<file path="config.mk">
export PLATFORM = sky130hd
export DESIGN_NAME = imem_loader_64x32
export DESIGN_NICKNAME = d
export VERILOG_FILES = /design/src/rtl/imem_loader_pkg.sv /design/src/rtl/imem_loader_64x32_byte_packer_32.sv /design/src/rtl/imem_loader_64x32.sv
export SDC_FILE = /design/constraint.sdc
export NUM_CORES = 2
export LEC_CHECK = 0
export CAP_MARGIN = 5
export CORE_ASPECT_RATIO = 0.7
export CORE_MARGIN = 10
export CORE_UTILIZATION = 45
export DETAILED_ROUTE_END_ITERATION = 10
export PLACE_DENSITY = 0.6
export SLEW_MARGIN = 5
export SYNTH_ARGS = -nofsm -noshare
export SYNTH_HDL_FRONTEND = slang
export SYNTH_SLANG_ARGS = --single-unit
</file>
<file path="constraint.sdc">
create_clock -name clk -period 4.61 [get_ports clk]
set_input_delay 0.922 -clock clk [delete_from_list [all_inputs] [get_ports clk]]
set_output_delay 0.922 -clock clk [all_outputs]
set_load 0.03 [all_outputs]
</file>
<file path="src/rtl/imem_loader_pkg.sv">
// Shared types and sizing for the byte-stream instruction memory loader.
package imem_loader_pkg;
  typedef enum logic {LOAD = 1'b0, DONE = 1'b1} state_t;

  localparam int          DEPTH          = 64;
  localparam logic [31:0] NOP_WORD       = 32'h0000_0000;
  localparam int          BYTES_PER_WORD = 4;
  localparam int          AW             = $clog2(DEPTH);
  localparam int          CW             = $clog2(DEPTH + 1);
  localparam int          IW             = $clog2(BYTES_PER_WORD);
endpackage

</file>
<file path="src/rtl/imem_loader_64x32_byte_packer_32.sv">
// Big-endian byte packer: collects three bytes and emits a word on the fourth
// byte, or early (low bytes zeroed) when the stream ends mid-word.
module byte_packer_32
  import imem_loader_pkg::*;
(
  input  logic        clk,
  input  logic        rst,
  input  logic        clr,
  input  logic        accept,
  input  logic [7:0]  in_byte,
  input  logic        in_last,
  output logic [31:0] word_out,
  output logic        word_valid,
  output logic        partial
);
  logic [IW-1:0] idx;
  logic [23:0]   hold;

  assign word_valid = accept & ((idx == IW'(BYTES_PER_WORD - 1)) | in_last);
  assign partial    = accept & in_last & (idx != IW'(BYTES_PER_WORD - 1));

  // The current byte bypasses the holding register so the word is complete on its own edge.
  always_comb begin
    word_out = '0;
    case (idx)
      2'd0:    word_out = {in_byte, 24'h0};
      2'd1:    word_out = {hold[23:16], in_byte, 16'h0};
      2'd2:    word_out = {hold[23:8], in_byte, 8'h0};
      default: word_out = {hold, in_byte};
    endcase
  end

  always_ff @(posedge clk or posedge rst) begin
    if (rst) begin
      idx  <= '0;
      hold <= '0;
    end else if (clr) begin
      idx  <= '0;
      hold <= '0;
    end else if (accept) begin
      idx <= in_last ? '0 : idx + IW'(1);
      case (idx)
        2'd0:    hold[23:16] <= in_byte;
        2'd1:    hold[15:8]  <= in_byte;
        2'd2:    hold[7:0]   <= in_byte;
        default: ;
      endcase
    end
  end
endmodule

</file>
<file path="src/rtl/imem_loader_64x32.sv">
// Program loader and 64x32 instruction store: holds the core in reset while a
// host streams the image in, then serves combinational fetch reads.
module imem_loader_64x32
  import imem_loader_pkg::*;
(
  input  logic          clk,
  input  logic          rst,
  input  logic          in_valid,
  output logic          in_ready,
  input  logic [7:0]    in_byte,
  input  logic          in_last,
  input  logic          reload,
  input  logic [AW-1:0] ra,
  output logic [31:0]   rd,
  output logic          cpu_rst,
  output logic          load_done,
  output logic [CW-1:0] word_count,
  output logic          err_align,
  output logic          err_overflow
);
  state_t      state, state_nxt;
  logic        accept, clr, word_valid, partial;
  logic [31:0] word_out;
  logic [31:0] mem [DEPTH];

  assign accept = in_valid & in_ready;
  assign clr    = (state == DONE) & reload;

  byte_packer_32 u_packer (
    .clk        (clk),
    .rst        (rst),
    .clr        (clr),
    .accept     (accept),
    .in_byte    (in_byte),
    .in_last    (in_last),
    .word_out   (word_out),
    .word_valid (word_valid),
    .partial    (partial)
  );

  always_ff @(posedge clk or posedge rst) begin
    if (rst) state <= LOAD;
    else     state <= state_nxt;
  end

  always_comb begin
    state_nxt = state;
    case (state)
      LOAD: if (accept && in_last) state_nxt = DONE;
      DONE: if (reload)            state_nxt = LOAD;
      default:                     state_nxt = LOAD;
    endcase
  end

  always_comb begin
    in_ready  = (state == LOAD);
    cpu_rst   = (state == LOAD);
    load_done = (state == DONE);
  end

  always_ff @(posedge clk or posedge rst) begin
    if (rst) begin
      word_count   <= '0;
      err_align    <= 1'b0;
      err_overflow <= 1'b0;
    end else if (clr) begin
      word_count   <= '0;
      err_align    <= 1'b0;
      err_overflow <= 1'b0;
    end else if (word_valid) begin
      if (word_count == CW'(DEPTH)) err_overflow <= 1'b1;
      else                          word_count   <= word_count + CW'(1);
      if (partial) err_align <= 1'b1;
    end
  end

  // Storage survives rst/reload; stale words are hidden by the word_count mask on read.
  always_ff @(posedge clk) begin
    if (word_valid && (word_count < CW'(DEPTH)))
      mem[word_count[AW-1:0]] <= word_out;
  end

  assign rd = ({1'b0, ra} < word_count) ? mem[ra] : NOP_WORD;
endmodule
</file>
==> summary.txt <==
Floorplanning
  – Initial Util: 45.42%
  – # IOs: 63
  – Core Region: 177200 µm²
  – Site Rows: 129
  – Chip Width: 525.5 µm
  – Chip height: 373.8 µm
  – DIE AREA: 196400 µm²

GRT
  – GRT Overall Usage: 21.86%
  – Vias in the first global route: 40056
  – Pin count of the biggest net entering global routing: 79
  – Initial antenna violation count: 3
  – First-pass GRT wire length: 308500 µm
  – GRT overflow: 0

Clock network
  – Hold-fix buffers, CTS: 0
  – Max Buffers Root-to-Sink: 3
  – Total CTS buffers: 186
  – CTS tree: built
  – Clk sink count: 2084
  – H-tree depth: 4
  – Clock root cell: clkbuf_16
  – Worst-Skew Late Latency: 820 ps
  – Clock transition at path regs: 60 ps

Place
  – Placer Congestion: 0.8192
  – # placed instances: 6338
  – Post-DP HPWL: 126300 µm
  – Port Buf Inserts: 62

Job
  – Maxcap violations: 0

Drt
  – DR iter-0 viols: 5415
  – Vias per inst: 6.155
  – Drt pass-1 iters: 8
  – Detailed-route wire length: 220200 µm
  – DR vias: 41141
  – Drt drc: 0
  – Average routed wire per standard cell: 32.94 µm
  – Antenna viol nets, final: 0

Critical path
  – Critical Path RT: 3690 ps
  – Reg2Reg Depth: 4
  – WP data arrival: 3640 ps
  – CP Max Fanout: 31
  – R2R Path Start: u_packer.idx[0]
  – Worst Setup SP: ra[2]
  – Startpoint types: primary input
  – Worst setup EP type: primary output
  – R2R Path End: mem[34][30]
  – R2R Setup Slk: 1390 ps
  – Setup CP Type: primary input to primary output

Worst hold path
  – Hold depth: 2
  – Hold Path End: err_align
  – Min-Delay Path Class: register to register
  – Hold_sp: err_align

STA
  – Fmax achieved: 219.3 MHz
  – Worst-margin pin slew: 1259 ps
  – Min Tclk post-route: 4560 ps
  – Max-slew violation count: 0
  – Clock skew: 24.26 ps
  – Final Cycle Share: 98.92%
  – RSZ-0062 raised after global routing: false
  – Final hold violation count: 0
  – Rel. slew slack: 16.07%
  – Endpoints failing setup: 0

Synth
  – Avg Cell Area, Syn: 21.25 µm²
  – Syn Nets: 3819
  – Cell area after synthesis: 80490 µm²
  – Post-synthesis register bit count: 2084
  – Share of flip-flops with an asynchronous set or reset: 1.727%
  – Post-synthesis cell count: 3788
  – Ys flop type: edfxtp_1
  – Distinct cell type count after synthesis: 58
  – Synth warnings: 0
  – Sequential fraction of the synthesis area: 77.53%
  – Post-synth EDFFs: 2048

Finish
  – Share of cells above drive strength 1: 27.66%
  – Area Overhead vs Synth: 16.23%
  – Fillers: 13637
  – Nets: 4212
  – Leading cell type in the layout, fill and taps excluded: edfxtp_1
  – Commonest cells after routing, fill and taps aside: edfxtp_1, mux4_2, buf_4
  – Fin cells: 6684

Power
  – Pwr dens: 429.6 nW/µm²
  – Total power: 0.04019 W
  – Lkg Pwr: 30.31 nW
  – Worst VDD drop: 0.3598 mV

Run status
  – Status: finished clean
[critical path, stage by stage]
cell      delay (ps)
buf_8            150
buf_12           220
nand2_4          480
buf_4            390
o221ai_1         180
a21oi_1          170
nor2_1            50
o311ai_1         460
o21ai_0          170
buf_4            220
buf_12           150
[metal layers]
metal / up-vias / global-route usage (%) / routed length, µm / part of all wire [%]
li1: 16807 / - / - / -
met5: - / 0 / 14 / 0.0064
met1: 21865 / 32.98 / 94470 / 43
met4: 2 / 5.935 / 5749 / 2.6
met3: 331 / 5.456 / 22780 / 10
met2: 2136 / 31.67 / 97150 / 44
[stage by stage]
stage               setup WS [ps]  util, %  hold WS (ps)  setup TNS [ps]  cell area [µm²]
finish                      49.69    52.79         489.1               0            93550
global route                13.67    52.79         527.3               0            93550
CTS                         16.25    52.75         495.0               0            93480
detailed placement         -617.7    49.37         480.7           -7338            87490
global placement           -590.2    49.37         483.5           -7387            87490
floorplan                   127.6        -         501.1               0            80490
[registers in the layout (all words and copies together) (netlist names)]
signal and count:
err_align 1, u_packer.idx 2, mem 2048, err_overflow 1, word_count 7, u_packer.hold 24, load_done 1
[synthesized netlist by cell type (24+ instances only)]
master / number / share of area (%)
a21oi_1: 97 / 0.60
a22o_1: 36 / 0.39
a22oi_1: 24 / 0.22
buf_2: 28 / 0.17
buf_4: 40 / 0.37
buf_6: 30 / 0.42
clkbuf_1: 95 / 0.44
dfrtp_1: 36 / 1.1
edfxtp_1: 2048 / 76
mux2i_1: 245 / 3.0
mux4_2: 416 / 12
nand2_1: 96 / 0.45
nand3_1: 56 / 0.35
nor2_1: 124 / 0.58
o21ai_0: 26 / 0.16
o221ai_1: 95 / 1.0
o22ai_1: 65 / 0.51
[power breakdown]
group          internal [W]  total [W]  switching (W)
clock               0.00831     0.0152        0.00685
sequential           0.0216     0.0216      0.0000740
combinational       0.00113    0.00339        0.00225
[worst max-delay path by stage]
stage / endpoint / slack (ps) / depth (start not counted)
2_1_floorplan: mem[0][15] / 130 / 6
3_5_place_dp: rd[26] / -620 / 11
6_report: rd[20] / 50 / 11
5_1_grt: rd[31] / 10 / 9
3_3_place_gp: rd[26] / -590 / 11
4_1_cts: rd[26] / 20 / 12
[area by class of cell]
type	count	area [µm²]	area share, %
clock buffer	233	5022	5.369
antenna	2	5.005	0.005350
tap	2358	2950	3.154
multi-input combinational	1473	17530	18.74
clock inverter	98	789.5	0.8439
sequential	2084	62410	66.71
inverter	16	65.06	0.06955
timing repair buffer	420	4778	5.108
[cell families (layout without fill, tap and decap cells)]
| logic type | after synthesis | after routing | synth area share (%) |
|---|---|---|---|
| AO/OA/AOI/OAI | 446 | 446 | 3.998 |
| XOR/XNOR | 5 | 5 | 0.05441 |
| adder cells (fa/ha/maj) | 12 | 12 | 0.1865 |
| buffers and inverters | 231 | 767 | 1.601 |
| flip-flops | 2084 | 2084 | 77.53 |
| multiplexers | 664 | 664 | 14.73 |
| other | 0 | 2 | 0 |
| AND/OR/NAND/NOR | 346 | 346 | 1.901 |
[timing repair]
action,4_1_cts,5_1_grt
gates resized for setup,28,2
pin swaps,2,2
endpoints found under the setup margin,32,13
gates cloned,0,1
buffers inserted,8,4
(Power assumes the default switching activity.)
